<file path="config.mk">
export PLATFORM = sky130hd
export DESIGN_NAME = vid_colour_bbox_flat
export DESIGN_NICKNAME = d
export VERILOG_FILES = /design/src/rtl/vid_colour_bbox_if.sv /design/src/rtl/vid_colour_bbox.sv /design/src/flat_wrapper.sv
export SDC_FILE = /design/constraint.sdc
export NUM_CORES = 1
export LEC_CHECK = 0
export CAP_MARGIN = 20
export CORE_MARGIN = 4
export CORE_UTILIZATION = 57
export DETAILED_ROUTE_END_ITERATION = 8
export GPL_TIMING_DRIVEN = 0
export PLACE_DENSITY_LB_ADDON = 0.12
export SLEW_MARGIN = 10
export SYNTH_ARGS = -nofsm -noshare
export SYNTH_HDL_FRONTEND = slang
export SYNTH_SLANG_ARGS = --single-unit
</file>
<file path="constraint.sdc">
create_clock -name clk -period 4.4 [get_ports clk]
set_input_delay 0.88 -clock clk [delete_from_list [all_inputs] [get_ports clk]]
set_output_delay 0.88 -clock clk [all_outputs]
set_load 0.01 [all_outputs]
</file>
<file path="src/rtl/vid_colour_bbox_if.sv">
// Avalon-ST video sink and source signals of the colour bounding-box stage.
// A beat moves on any rising edge where valid && ready; the source holds data/sop/eop steady while valid && !ready.
interface vid_colour_bbox_if;
    logic [23:0] in_data;
    logic        in_valid;
    logic        in_sop;
    logic        in_eop;
    logic        in_ready;
    logic [23:0] out_data;
    logic        out_valid;
    logic        out_sop;
    logic        out_eop;
    logic        out_ready;

    modport slave (
        input  in_data, in_valid, in_sop, in_eop, out_ready,
        output in_ready, out_data, out_valid, out_sop, out_eop
    );

    modport master (
        output in_data, in_valid, in_sop, in_eop, out_ready,
        input  in_ready, out_data, out_valid, out_sop, out_eop
    );
endinterface

</file>
<file path="src/rtl/vid_colour_bbox.sv">
// RGB threshold match counter and per-frame bounding box tracker with one-register video pass-through
// and an outline overlay of the previously published box.
module vid_colour_bbox #(
    parameter int          IMAGE_W    = 640,
    parameter int          IMAGE_H    = 480,
    parameter int          MIN_PIXELS = 32,
    parameter logic [23:0] BOX_COLOUR = 24'hFF0000
) (
    input  logic                   clk,
    input  logic                   reset,
    vid_colour_bbox_if.slave       st,
    input  logic [23:0]            thr_lo,
    input  logic [23:0]            thr_hi,
    input  logic                   overlay_en,
    output logic [10:0]            bbox_left,
    output logic [10:0]            bbox_right,
    output logic [10:0]            bbox_top,
    output logic [10:0]            bbox_bottom,
    output logic [19:0]            match_count,
    output logic                   bbox_found,
    output logic                   frame_done,
    output logic                   frame_err,
    output logic [1:0]             fsm_state
);
    typedef enum logic [1:0] {
        S_IDLE  = 2'd0,
        S_VIDEO = 2'd1,
        S_CTRL  = 2'd2
    } state_t;

    localparam logic [10:0] X_LAST    = 11'(IMAGE_W - 1);
    localparam logic [10:0] COORD_MAX = 11'h7FF;
    localparam logic [21:0] FRAME_PIX = 22'(IMAGE_W * IMAGE_H);

    state_t      state;
    logic [10:0] x, y;
    logic [10:0] minx, maxx, miny, maxy;
    logic [19:0] cnt;
    logic [21:0] pix_cnt;
    logic [23:0] lo_q, hi_q;

    logic        accept, is_pix, match, on_outline;
    logic [10:0] minx_nx, maxx_nx, miny_nx, maxy_nx;
    logic [19:0] cnt_nx;
    logic [21:0] pix_nx;
    logic [23:0] pix_out;

    function automatic logic in_range(input logic [7:0] v, input logic [7:0] lo, input logic [7:0] hi);
        return (v >= lo) && (v <= hi);
    endfunction

    assign st.in_ready = st.out_ready || !st.out_valid;
    assign accept      = st.in_valid && st.in_ready;
    // The sop beat is the header; only non-sop beats inside a video packet are pixels.
    assign is_pix      = (state == S_VIDEO) && !st.in_sop;
    assign fsm_state   = state;

    always_comb begin
        match = in_range(st.in_data[23:16], lo_q[23:16], hi_q[23:16]) &&
                in_range(st.in_data[15:8],  lo_q[15:8],  hi_q[15:8])  &&
                in_range(st.in_data[7:0],   lo_q[7:0],   hi_q[7:0]);
        on_outline = ((x >= bbox_left) && (x <= bbox_right) && ((y == bbox_top) || (y == bbox_bottom))) ||
                     ((y >= bbox_top) && (y <= bbox_bottom) && ((x == bbox_left) || (x == bbox_right)));
        pix_out = st.in_data;
        if (overlay_en && bbox_found && is_pix && on_outline) begin
            pix_out = BOX_COLOUR;
        end
        cnt_nx  = cnt;
        minx_nx = minx;
        maxx_nx = maxx;
        miny_nx = miny;
        maxy_nx = maxy;
        if (match) begin
            if (cnt != 20'hFFFFF) cnt_nx = cnt + 20'd1;
            if (x < minx) minx_nx = x;
            if (x > maxx) maxx_nx = x;
            if (y < miny) miny_nx = y;
            if (y > maxy) maxy_nx = y;
        end
        pix_nx = (pix_cnt == 22'h3FFFFF) ? pix_cnt : pix_cnt + 22'd1;
    end

    always_ff @(posedge clk) begin
        frame_done <= 1'b0;
        if (reset) begin
            state        <= S_IDLE;
            st.out_valid <= 1'b0;
            st.out_data  <= '0;
            st.out_sop   <= 1'b0;
            st.out_eop   <= 1'b0;
            x            <= '0;
            y            <= '0;
            minx         <= COORD_MAX;
            miny         <= COORD_MAX;
            maxx         <= '0;
            maxy         <= '0;
            cnt          <= '0;
            pix_cnt      <= '0;
            lo_q         <= '0;
            hi_q         <= '0;
            bbox_left    <= COORD_MAX;
            bbox_top     <= COORD_MAX;
            bbox_right   <= '0;
            bbox_bottom  <= '0;
            match_count  <= '0;
            bbox_found   <= 1'b0;
            frame_err    <= 1'b0;
        end else begin
            if (accept) begin
                st.out_valid <= 1'b1;
                st.out_data  <= pix_out;
                st.out_sop   <= st.in_sop;
                st.out_eop   <= st.in_eop;
            end else if (st.out_ready) begin
                st.out_valid <= 1'b0;
            end

            if (accept) begin
                if (st.in_sop) begin
                    x       <= '0;
                    y       <= '0;
                    minx    <= COORD_MAX;
                    miny    <= COORD_MAX;
                    maxx    <= '0;
                    maxy    <= '0;
                    cnt     <= '0;
                    pix_cnt <= '0;
                    lo_q    <= thr_lo;
                    hi_q    <= thr_hi;
                    if (st.in_eop)                   state <= S_IDLE;
                    else if (st.in_data[3:0] == 4'h0) state <= S_VIDEO;
                    else                              state <= S_CTRL;
                end else if (state == S_VIDEO) begin
                    cnt     <= cnt_nx;
                    minx    <= minx_nx;
                    maxx    <= maxx_nx;
                    miny    <= miny_nx;
                    maxy    <= maxy_nx;
                    pix_cnt <= pix_nx;
                    if (x == X_LAST) begin
                        x <= '0;
                        if (y != COORD_MAX) y <= y + 11'd1;
                    end else begin
                        x <= x + 11'd1;
                    end
                    if (st.in_eop) begin
                        state       <= S_IDLE;
                        match_count <= cnt_nx;
                        frame_err   <= (pix_nx != FRAME_PIX);
                        frame_done  <= 1'b1;
                        // A weak frame clears found but leaves the last good box in place.
                        if (cnt_nx >= 20'(MIN_PIXELS)) begin
                            bbox_left   <= minx_nx;
                            bbox_right  <= maxx_nx;
                            bbox_top    <= miny_nx;
                            bbox_bottom <= maxy_nx;
                            bbox_found  <= 1'b1;
                        end else begin
                            bbox_found  <= 1'b0;
                        end
                    end
                end else if ((state == S_CTRL) && st.in_eop) begin
                    state <= S_IDLE;
                end
            end
        end
    end
endmodule

</file>
<file path="src/flat_wrapper.sv">
// flat-port wrapper written by rule: the top's interface ports become plain ports
module vid_colour_bbox_flat 
#(
    parameter int          IMAGE_W    = 640,
    parameter int          IMAGE_H    = 480,
    parameter int          MIN_PIXELS = 32,
    parameter logic [23:0] BOX_COLOUR = 24'hFF0000
)
  (clk, reset, thr_lo, thr_hi, overlay_en, bbox_left, bbox_right, bbox_top, bbox_bottom, match_count, bbox_found, frame_done, frame_err, fsm_state, st_in_data, st_in_valid, st_in_sop, st_in_eop, st_out_ready, st_in_ready, st_out_data, st_out_valid, st_out_sop, st_out_eop);
  vid_colour_bbox_if st_i ();
  input  logic clk;
  input  logic reset;
  input  logic [23:0] thr_lo;
  input  logic [23:0] thr_hi;
  input  logic overlay_en;
  output logic [10:0] bbox_left;
  output logic [10:0] bbox_right;
  output logic [10:0] bbox_top;
  output logic [10:0] bbox_bottom;
  output logic [19:0] match_count;
  output logic bbox_found;
  output logic frame_done;
  output logic frame_err;
  output logic [1:0] fsm_state;
  input wire logic [$bits(st_i.in_data)-1:0] st_in_data;
  input wire logic [$bits(st_i.in_valid)-1:0] st_in_valid;
  input wire logic [$bits(st_i.in_sop)-1:0] st_in_sop;
  input wire logic [$bits(st_i.in_eop)-1:0] st_in_eop;
  input wire logic [$bits(st_i.out_ready)-1:0] st_out_ready;
  output wire logic [$bits(st_i.in_ready)-1:0] st_in_ready;
  output wire logic [$bits(st_i.out_data)-1:0] st_out_data;
  output wire logic [$bits(st_i.out_valid)-1:0] st_out_valid;
  output wire logic [$bits(st_i.out_sop)-1:0] st_out_sop;
  output wire logic [$bits(st_i.out_eop)-1:0] st_out_eop;
  assign st_i.in_data = st_in_data;
  assign st_i.in_valid = st_in_valid;
  assign st_i.in_sop = st_in_sop;
  assign st_i.in_eop = st_in_eop;
  assign st_i.out_ready = st_out_ready;
  assign st_in_ready = st_i.in_ready;
  assign st_out_data = st_i.out_data;
  assign st_out_valid = st_i.out_valid;
  assign st_out_sop = st_i.out_sop;
  assign st_out_eop = st_i.out_eop;
  vid_colour_bbox #(.IMAGE_W(IMAGE_W), .IMAGE_H(IMAGE_H), .MIN_PIXELS(MIN_PIXELS), .BOX_COLOUR(BOX_COLOUR)) u_core (.clk(clk), .reset(reset), .st(st_i), .thr_lo(thr_lo), .thr_hi(thr_hi), .overlay_en(overlay_en), .bbox_left(bbox_left), .bbox_right(bbox_right), .bbox_top(bbox_top), .bbox_bottom(bbox_bottom), .match_count(match_count), .bbox_found(bbox_found), .frame_done(frame_done), .frame_err(frame_err), .fsm_state(fsm_state));
endmodule
</file>
==> flow_metrics.env, run 1 <==
export IMPL_status="finished, final reports clean"
export IMPL_cts_path_max_buffers=3
export IMPL_syn_inst=1788
export IMPL_grtUsageTotal=0.3032
export IMPL_grt_first_pass_wirelength_um=70470
export IMPL_fmax_mhz=235.7
export IMPL_yosys_warnings=0
export IMPL_wl_per_cell_um=18.76
export IMPL_critPathCapture="u_core.bbox_right[6]"
export IMPL_synthTopCellsByArea="dfxtp_1 35%, ha_1 12%, nand2_1 5.5%, nor2_1 5.5%, a21oi_1 4.5%"
export IMPL_nets=2211
export IMPL_final_cell_mix="252 x dfxtp_1, 213 x nand2_1, 210 x nor2_1"
export IMPL_drc=0
export IMPL_areaGrowthSynthToFinish_pct=22.29
export IMPL_die_w_um=167.0
export IMPL_viasPerCell=5.967
export IMPL_clk_pin_slew_worst_paths_ps=60
export IMPL_num_vias=13960
export IMPL_gp_congestion=0.9625
export IMPL_critPathSlowestCell="clkdlybuf4s50_1"
export IMPL_crit_fanout=10
export IMPL_h_tree_depth=1
export IMPL_fin_skew_ps=16.64
export IMPL_critPathArrivalTime_ps=4680
export IMPL_insertion_delay_ps=550
export IMPL_final_common_cell="dfxtp_1"
export IMPL_root_buffer="clkbuf_16"
export IMPL_post_dp_hpwl_um=32310
export IMPL_power_total_w=0.005251
export IMPL_cts_made_buffers=28
export IMPL_synthesis_area_mm2=0.01441
export IMPL_pin_count=176
export IMPL_cp_required_ps=4830
export IMPL_setup_violations_final=0
export IMPL_worstMarginPinSlew_ps=969.5
export IMPL_clock_sinks=252
export IMPL_max_vdd_ir_drop_v=0.0002263
export IMPL_die_y_um=167.0
export IMPL_reg2regPathDepth=13
export IMPL_path_cells="clkdlybuf4s50_1 -> inv_1 -> ha_1 -> nand2b_1 -> a31oi_1 -> nor4_1 -> o211a_1 -> nand3_4 -> buf_12 -> nor3_2 -> or4_1 -> a2111oi_4 -> a21o_1 -> buf_6 -> buf_8 -> mux2_1"
export IMPL_tns_ps=0
export IMPL_final_antenna_net_count=0
export IMPL_post_synth_top_area_cell="dfxtp_1"
export IMPL_worstSetupStartpointType="primary input"
export IMPL_start_util=0.5855
export IMPL_setup_worst_path_class="primary input to flip-flop"
export IMPL_hp_class="flip-flop to flip-flop"
export IMPL_drv_slew=0
export IMPL_synth_edff_count=0
export IMPL_drive_gt1_frac=0.05219
export IMPL_crit_path_start="st_in_data[0]"
export IMPL_antenna_found_initial=4
export IMPL_fin_crit_ps=4243
export IMPL_power_leakage_nw=7.530
export IMPL_cts_tree="built"
export IMPL_grt_pass1_vias=13770
export IMPL_slowest_delay_ps=550
export IMPL_maxSlewHeadroom=0.3521
export IMPL_wirelength_um=43880
export IMPL_synth_seq_cells=252
export IMPL_drt_iter0_markers=1201
export IMPL_maxCapViolCount=0
export IMPL_dr_pass1_iters=5
export IMPL_rsz0062_at_grt="no"
export IMPL_rows=57
export IMPL_gr_total_overflow=0
export IMPL_reg2reg_to="u_core.st.out_data[9]"
export IMPL_synth_seq_area_share=0.3502
export IMPL_final_min_period_over_clock_period=0.9643
export IMPL_p_per_area_mw_per_mm2=298.0
export IMPL_dieArea_mm2=0.02788
export IMPL_synthDistinctLibCells=67
export IMPL_io_buffers=173
export IMPL_syn_nets=2005
export IMPL_synth_top_area_share=0.3502
export IMPL_synth_main_ff_cell="dfxtp_1"
export IMPL_endpoint_kind="flip-flop"
export IMPL_reg2reg_slack_ps=450
export IMPL_coreArea_mm2=0.02460
export IMPL_synth_async_reset_ratio=0
export IMPL_hold_violations=0
export IMPL_grt_max_degree=14
export IMPL_rr_startpoint="u_core.y[1]"
export IMPL_syn_area_per_cell_um2=8.057
==> cells by family (layout without fill, tap and decap cells) <==
logic type / Yosys count / count (layout) / synth area share
AOI/OAI and AO/OA: 397 / 397 / 0.1769
xor gates and xnor gates: 41 / 41 / 0.02493
adders and majority gates: 138 / 138 / 0.1199
buffers and inverters: 245 / 469 / 0.06835
DFF: 252 / 252 / 0.3502
muxes: 79 / 79 / 0.05828
other: 0 / 3 / 0
and+or+nand+nor: 636 / 636 / 0.2015
==> routing by layer <==
layer	vias up	track usage	wire length (um)	part of all wire
met5	-	0	13	0.00030
met4	2	0.1306	1823	0.042
met3	114	0.05475	3540	0.081
met2	592	0.5060	20550	0.47
met1	6605	0.3858	17960	0.41
li1	6643	-	-	-
==> synth_stat cells (4+ instances only) <==
master / instances
a211o_1: 4
a211oi_1: 27
a21o_1: 16
a21oi_1: 130
a22o_1: 17
a22oi_1: 37
a311oi_1: 8
a31oi_1: 24
and2_1: 13
and3_1: 15
and4_1: 8
buf_1: 6
buf_2: 7
clkbuf_1: 84
dfxtp_1: 252
ha_1: 138
inv_1: 139
mux2_1: 10
mux2_2: 17
mux2i_1: 49
nand2_1: 213
nand2b_1: 12
nand3_1: 45
nand3b_1: 4
nand4_1: 26
nor2_1: 213
nor2b_1: 14
nor3_1: 33
nor3b_1: 4
nor4_1: 10
o211a_1: 11
o211ai_1: 11
o21a_1: 13
o21ai_0: 64
o22ai_1: 8
o31ai_1: 4
or2_2: 4
or3_1: 8
xnor2_1: 22
xor2_1: 19
==> how the worst min path moves through the flow <==
stage | startpoint | cells after the start | endpoint
finish | u_core.hi_q[6] | 2 | u_core.hi_q[6]
global route | u_core.lo_q[17] | 2 | u_core.lo_q[17]
CTS | u_core.hi_q[7] | 2 | u_core.hi_q[7]
detailed placement | u_core.hi_q[7] | 2 | u_core.hi_q[7]
global placement | u_core.hi_q[9] | 2 | u_core.hi_q[9]
floorplan | u_core.hi_q[10] | 2 | u_core.hi_q[10]
==> worst max-delay path: cells and delay by family <==
kind / cells / cell delay [ps]
multiplexers: 1 / 340
AND/OR/NAND/NOR: 5 / 880
buffers and inverters: 5 / 1140
adder cells (fa/ha/maj): 1 / 280
AO/OA/AOI/OAI: 4 / 1140
==> power breakdown <==
group | internal, W | switching [W]
Sequential | 0.00232 | 0.0000230
Combinational | 0.000182 | 0.000255
Clock | 0.00151 | 0.000959
Total | 0.00401 | 0.00124
==> registers in the layout (all words and copies together) (netlist names), 20 cells and up <==
| register | cells |
|---|---|
| u_core.hi_q | 24 |
| u_core.match_count | 20 |
| u_core.cnt | 20 |
| u_core.lo_q | 24 |
| u_core.st.out_data | 24 |
| u_core.pix_cnt | 22 |
==> metrics by stage <==
stage	utilization	instance area, um^2	setup WS (ps)	hold slack, ps	instances
after detailed placement	0.6724	16540	-731.0	446.9	2285
after floorplan	-	14410	640.0	436.3	1788
after global routing	0.7160	17620	4.294	470.7	2339
after CTS	0.7123	17530	35.84	455.0	2333
final	0.7160	17620	156.9	453.6	2339
after global placement	0.6724	16540	-648.6	443.9	2285
==> final cells by class <==
type | count | area (um^2)
Buffer | 105 | 462.9
Timing Repair Buffer | 176 | 1769
Inverter | 140 | 525.5
Clock inverter | 9 | 147.6
Clock buffer | 39 | 813.3
Sequential cell | 252 | 5045
Multi-Input combinational cell | 1291 | 8442
Antenna cell | 3 | 7.507
Fill cell | 1972 | 6987
Tap cell | 324 | 405.4
==> repair_timing <==
action                     CTS  global route
setup buffers                0             3
pin swaps                    0             3
setup endpoints to repair   43            75
resized for setup            4            12
hold buffers                 0             0
Note: power is estimated with default switching activity, not from simulation.
==> inputs of run 2 (changes only) <==
- CORE_UTILIZATION: 57 -> 60
- DONT_BUFFER_PORTS: unset -> 1
==> flow_metrics.env, run 2 (synthesis results as in run 1) <==
export IMPL_h_tree_depth=1
export IMPL_io_buffers=0
export IMPL_root_buffer="clkbuf_16"
export IMPL_cts_setup_buffers=0
export IMPL_setup_violations_final=0
export IMPL_power_total_w=0.005171
export IMPL_insertion_delay_ps=550
export IMPL_dpl_cell_count=2107
export IMPL_coreArea_mm2=0.02354
export IMPL_grt_first_pass_wirelength_um=66010
export IMPL_worstMarginPinSlew_ps=1039
export IMPL_nets=2035
export IMPL_antenna_found_initial=0
export IMPL_pin_count=176
export IMPL_reg_top3="u_core.hi_q x24, u_core.lo_q x24, u_core.st.out_data x24"
export IMPL_critPathSlowestCell="a2111oi_1"
export IMPL_die_y_um=163.0
export IMPL_p_per_area_mw_per_mm2=327.3
export IMPL_wl_per_cell_um=19.32
export IMPL_setup_ws_ps=364.2
export IMPL_areaGrowthSynthToFinish_pct=9.675
export IMPL_crit_fanout=10
export IMPL_reg2reg_to="u_core.bbox_right[6]"
export IMPL_critPathTopFamily="compound AO/OA/AOI/OAI gates"
export IMPL_critPathArrivalTime_ps=4470
export IMPL_grt_max_degree=14
export IMPL_path_buf_inv=3
export IMPL_gp_congestion=0.9222
export IMPL_maxCapViolCount=0
export IMPL_cp_required_ps=4830
export IMPL_reg2reg_slack_ps=360
export IMPL_post_dp_hpwl_um=31060
export IMPL_wirelength_um=41690
export IMPL_status="finished, final reports clean"
export IMPL_drc=0
export IMPL_crit_path_start="u_core.hi_q[19]"
export IMPL_cts_path_max_buffers=3
export IMPL_place_worst_setup_slack_ps=-139.7
export IMPL_power_leakage_nw=6.832
export IMPL_critPathCapture="u_core.bbox_right[6]"
export IMPL_postPlaceCellArea_mm2=0.01481
export IMPL_rows=56
export IMPL_max_vdd_ir_drop_v=0.0003430
export IMPL_insertedDiodeCount=0
export IMPL_setup_worst_path_class="flip-flop to flip-flop"
export IMPL_clk_pin_slew_worst_paths_ps=60
export IMPL_maxSlewHeadroom=0.3056
export IMPL_cts_made_buffers=28
export IMPL_cts_tree="built"
export IMPL_fin_skew_ps=20.30
export IMPL_final_min_period_over_clock_period=0.9172
export IMPL_reg2regPathDepth=14
export IMPL_cp_depth=14
export IMPL_fin_area_mm2=0.01580
export IMPL_hp_class="flip-flop to flip-flop"
export IMPL_hold_ws_ps=454.1
export IMPL_start_util=0.6119
export IMPL_grt_pass1_vias=12550
export IMPL_dieArea_mm2=0.02655
export IMPL_slowest_delay_ps=870
export IMPL_worstSetupStartpointType="flip-flop"
export IMPL_drt_iter0_markers=996
export IMPL_die_w_um=163.0
export IMPL_hold_violations=0
export IMPL_final_antenna_net_count=0
export IMPL_endpoint_kind="flip-flop"
export IMPL_final_common_cell="dfxtp_1"
export IMPL_fmax_mhz=247.8
export IMPL_rr_startpoint="u_core.hi_q[19]"
export IMPL_dr_pass1_iters=6
export IMPL_path_cells="inv_1 -> ha_1 -> and4_1 -> nand2b_1 -> a22o_1 -> nor3_4 -> nand3_4 -> nor2_1 -> nand3_1 -> a2111oi_1 -> a21o_1 -> buf_6 -> buf_8 -> mux2_1"
export IMPL_cts_resized=0
export IMPL_clock_sinks=252
export IMPL_num_vias=13080
export IMPL_ctsHoldBuffers=0
export IMPL_viasPerCell=6.062
export IMPL_final_cell_mix="252 x dfxtp_1, 213 x nand2_1, 213 x nor2_1"
export IMPL_drv_slew=0
export IMPL_grtUsageTotal=0.3071
export IMPL_rsz0062_at_grt="no"
export IMPL_gr_total_overflow=0
export IMPL_fin_crit_ps=4036
export IMPL_fin_cells=2158
export IMPL_drive_gt1_frac=0.05329
run 2: cell types whose count changed in the layout (fill, tap and decap cells not counted), moves of 2 or more:
| cell | delta |
|---|---|
| diode_2 | -3 |
| nor2_2 | -2 |
| a21oi_1 | +2 |
| nor2_1 | +3 |
| clkbuf_8 | +4 |
| clkdlybuf4s50_1 | -172 |
| buf_4 | -2 |
| a21oi_2 | -2 |
| a2111oi_4 | -2 |
run 2: cell type report:
cell class / instances / area [um^2]
flip-flops and latches: 252 / 5045
clock inverters: 10 / 133.9
well taps: 319 / 399.1
clock buffers: 41 / 860.8
fillers: 2064 / 7742
multi-input cells: 1291 / 8377
inverters: 140 / 525.5
plain buffers: 105 / 459.2
run 2: report_power, final:
group / leakage, nW / switching, W / internal (W) / total, W
sequential: 2.04 / 0.0000349 / 0.00232 / 0.00236
combinational: 4.30 / 0.000210 / 0.0000963 / 0.000307
clock: 0.488 / 0.000984 / 0.00153 / 0.00251
total: 6.83 / 0.00123 / 0.00394 / 0.00517
run 2: worst min path at each step:
| stage | start | endpoint | cells past startpoint |
|---|---|---|---|
| floorplan | u_core.hi_q[10] | u_core.hi_q[10] | 2 |
| global placement | u_core.lo_q[23] | u_core.lo_q[23] | 2 |
| detailed placement | u_core.hi_q[17] | u_core.hi_q[17] | 2 |
| CTS | st_in_data[12] | u_core.st.out_data[12] | 1 |
| global route | st_in_data[0] | u_core.st.out_data[0] | 1 |
| finish | u_core.hi_q[17] | u_core.hi_q[17] | 2 |
run 2: metrics by stage:
| stage | TNS, ps | util |
|---|---|---|
| finish | 0 | 0.6711 |
| global route | 0 | 0.6711 |
| CTS | 0 | 0.6711 |
| detailed placement | -1693 | 0.6289 |
| global placement | -1005 | 0.6289 |
| floorplan | 0 | - |
run 2: routing by layer:
layer / wire [um] / share of wire / GRT usage / up-vias
met5: 0 / 0 / 0 / -
met4: 1655 / 0.040 / 0.1117 / 0
met3: 3377 / 0.081 / 0.05796 / 105
met2: 19170 / 0.46 / 0.5106 / 496
met1: 17490 / 0.42 / 0.3990 / 6188
li1: - / - / - / 6293
run 2: worst reg2reg max path: cells and delay by family, from the launching register on:
family	cells	cell delay, ps
AND/OR/NAND/NOR	6	1170
adder cells (fa/ha/maj)	1	300
buffers and inverters	3	410
flip-flops	1	340
AO/OA/AOI/OAI	3	1370
multiplexers	1	340
==> inputs of run 3 (changes only) <==
- ABC_AREA: unset -> 1
==> flow_metrics.env, run 3 <==
export IMPL_cts_tree="built"
export IMPL_io_buffers=0
export IMPL_syn_area_per_cell_um2=6.863
export IMPL_worstMarginPinSlew_ps=993.7
export IMPL_drive_gt1_frac=0.05565
export IMPL_setup_violations_final=0
export IMPL_ctsHoldBuffers=0
export IMPL_ys_top_cells_by_count="518 x nand2_1, 276 x inv_1, 252 x dfxtp_1, 196 x a21oi_1, 180 x o21ai_0"
export IMPL_synthesis_area_mm2=0.01509
export IMPL_synthDistinctLibCells=48
export IMPL_worstSetupStartpointType="flip-flop"
export IMPL_synth_async_reset_ratio=0
export IMPL_endpoint_kind="flip-flop"
export IMPL_dpl_cell_count=2522
export IMPL_final_min_period_over_clock_period=0.7357
export IMPL_h_tree_depth=1
export IMPL_dr_pass1_iters=8
export IMPL_rsz0062_at_grt="no"
export IMPL_nets=2445
export IMPL_start_util=0.6149
export IMPL_wirelength_um=47320
export IMPL_fin_crit_ps=3237
export IMPL_maxSlewHeadroom=0.3351
export IMPL_cts_path_max_buffers=3
export IMPL_hold_ws_ps=454.3
export IMPL_root_buffer="clkbuf_16"
export IMPL_insertion_delay_ps=560
export IMPL_fin_cells=2572
export IMPL_post_dp_hpwl_um=36000
export IMPL_setup_ws_ps=1163
export IMPL_final_cell_mix="518 x nand2_1, 276 x inv_1, 252 x dfxtp_1"
export IMPL_path_cells="nand2_1 -> nand2_1 -> nor2_2 -> inv_2 -> nor2_1 -> inv_2 -> nor2_2 -> buf_2 -> buf_2 -> o21ai_0 -> a31oi_1"
export IMPL_critPathSlowestCell="nor2_1"
export IMPL_grtUsageTotal=0.3244
export IMPL_synth_main_ff_cell="dfxtp_1"
export IMPL_maxCapViolCount=0
export IMPL_num_vias=14870
export IMPL_grt_first_pass_wirelength_um=73850
export IMPL_power_leakage_nw=7.331
export IMPL_max_vdd_ir_drop_v=0.0003498
export IMPL_yosys_warnings=0
export IMPL_slowest_delay_ps=540
export IMPL_drt_iter0_markers=1422
export IMPL_setup_worst_path_class="flip-flop to flip-flop"
export IMPL_grt_max_degree=14
export IMPL_synth_most_common_cell="nand2_1"
export IMPL_synth_seq_area_share=0.3344
export IMPL_hold_violations=0
export IMPL_die_y_um=166.6
export IMPL_viasPerCell=5.781
export IMPL_final_common_cell="nand2_1"
export IMPL_drc=0
export IMPL_status="finished, final reports clean"
export IMPL_gp_congestion=1.007
export IMPL_critPathArrivalTime_ps=3710
export IMPL_die_w_um=166.6
export IMPL_dieArea_mm2=0.02774
export IMPL_cts_setup_buffers=0
export IMPL_p_per_area_mw_per_mm2=321.1
export IMPL_synth_top_area_share=0.3344
export IMPL_cp_required_ps=4870
export IMPL_synth_seq_cells=252
export IMPL_wl_per_cell_um=18.40
export IMPL_cts_resized=0
export IMPL_fmax_mhz=308.9
export IMPL_clock_sinks=252
export IMPL_drv_slew=0
export IMPL_place_worst_setup_slack_ps=739.1
export IMPL_n_fill_cell=2241
export IMPL_fin_skew_ps=20.90
export IMPL_tns_ps=0
export IMPL_reg_top3="u_core.hi_q x24, u_core.lo_q x24, u_core.st.out_data x24"
export IMPL_areaGrowthSynthToFinish_pct=8.543
export IMPL_syn_nets=2415
export IMPL_grt_pass1_vias=14060
export IMPL_hp_class="flip-flop to flip-flop"
export IMPL_antenna_found_initial=2
export IMPL_syn_inst=2198
export IMPL_coreArea_mm2=0.02453
export IMPL_final_antenna_net_count=0
export IMPL_gr_total_overflow=0
export IMPL_synth_edff_count=0
export IMPL_clk_pin_slew_worst_paths_ps=60
export IMPL_pin_count=176
export IMPL_cts_made_buffers=28
export IMPL_synthTopCellsByArea="dfxtp_1 33%, nand2_1 13%, ha_1 11%, inv_1 6.9%, a21oi_1 6.5%"
export IMPL_crit_fanout=10
export IMPL_post_synth_top_area_cell="dfxtp_1"
export IMPL_rows=57
-- run 3: cell count changes after synthesis, moves of 19 or more --
cell	delta
mux2i_1	-49
inv_1	+137
nand3_1	+88
a211oi_1	-21
a21oi_1	+66
a22oi_1	-37
nor2_1	-44
o21ai_0	+116
nand2_1	+305
a31oi_1	-19
-- run 3: worst paths after layout --
kind / from / to / slack (ps) / depth (start not counted)
worst max-delay path: u_core.st.out_valid / u_core.match_count[1] / 1160 / 11
worst min-delay path: u_core.lo_q[2] / u_core.lo_q[2] / 450 / 2
worst max register to register: u_core.st.out_valid / u_core.match_count[1] / 1160 / 11
worst min register to register: u_core.lo_q[2] / u_core.lo_q[2] / 450 / 2
-- run 3: where the power goes --
group	switching [W]	internal [W]	leakage [nW]	total [W]
registers	0.0000514	0.00235	2.05	0.00240
logic	0.000399	0.000177	4.85	0.000576
clock network	0.000979	0.00130	0.428	0.00228
-- run 3: kinds of logic (layout without fill, tap and decap cells) --
kind of cell / Yosys count / after routing / share of synthesized area
other: 0 / 2 / 0
and+or+nand+nor: 910 / 910 / 0.2538
xor gates and xnor gates: 36 / 36 / 0.02090
DFF: 252 / 252 / 0.3344
AOI/OAI and AO/OA: 476 / 476 / 0.1743
buffers and inverters: 386 / 434 / 0.1021
adders and majority gates: 138 / 138 / 0.1145
-- run 3: final cells by class --
| cell class | instances | area (um^2) | share of cell area |
|---|---|---|---|
| Multi-Input combinational cell | 1560 | 8501 | 0.5191 |
| Inverter | 284 | 1066 | 0.06510 |
| Buffer | 102 | 474.2 | 0.02896 |
| Tap cell | 324 | 405.4 | 0.02476 |
| Clock buffer | 41 | 830.8 | 0.05074 |
| Sequential cell | 252 | 5045 | 0.3081 |
| Clock inverter | 7 | 47.55 | 0.002904 |
| Antenna cell | 2 | 5.005 | 0.0003056 |
-- run 3: stage by stage --
| step | util | total power (W) | area (um^2) |
|---|---|---|---|
| after global routing | 0.6674 | 0.005438 | 16370 |
| after detailed placement | 0.6314 | 0.003016 | 15490 |
| final | 0.6674 | 0.005259 | 16370 |
| after floorplan | - | 0.002845 | 15090 |
| after CTS | 0.6672 | 0.005259 | 16370 |
| after global placement | 0.6314 | 0.002996 | 15490 |
-- run 3: critical path, delay by kind of cell (launching register included) --
kind            cells  cell delay (ps)
buf+inv             4              930
simple gates        5             1560
compound gates      2              330
flops               1              340
-- run 3: layer usage --
| layer | part of all wire | global-route usage |
|---|---|---|
| met3 | 0.091 | 0.06731 |
| met5 | 0.00027 | 0 |
| met1 | 0.40 | 0.4093 |
| met4 | 0.054 | 0.1551 |
| met2 | 0.45 | 0.5321 |
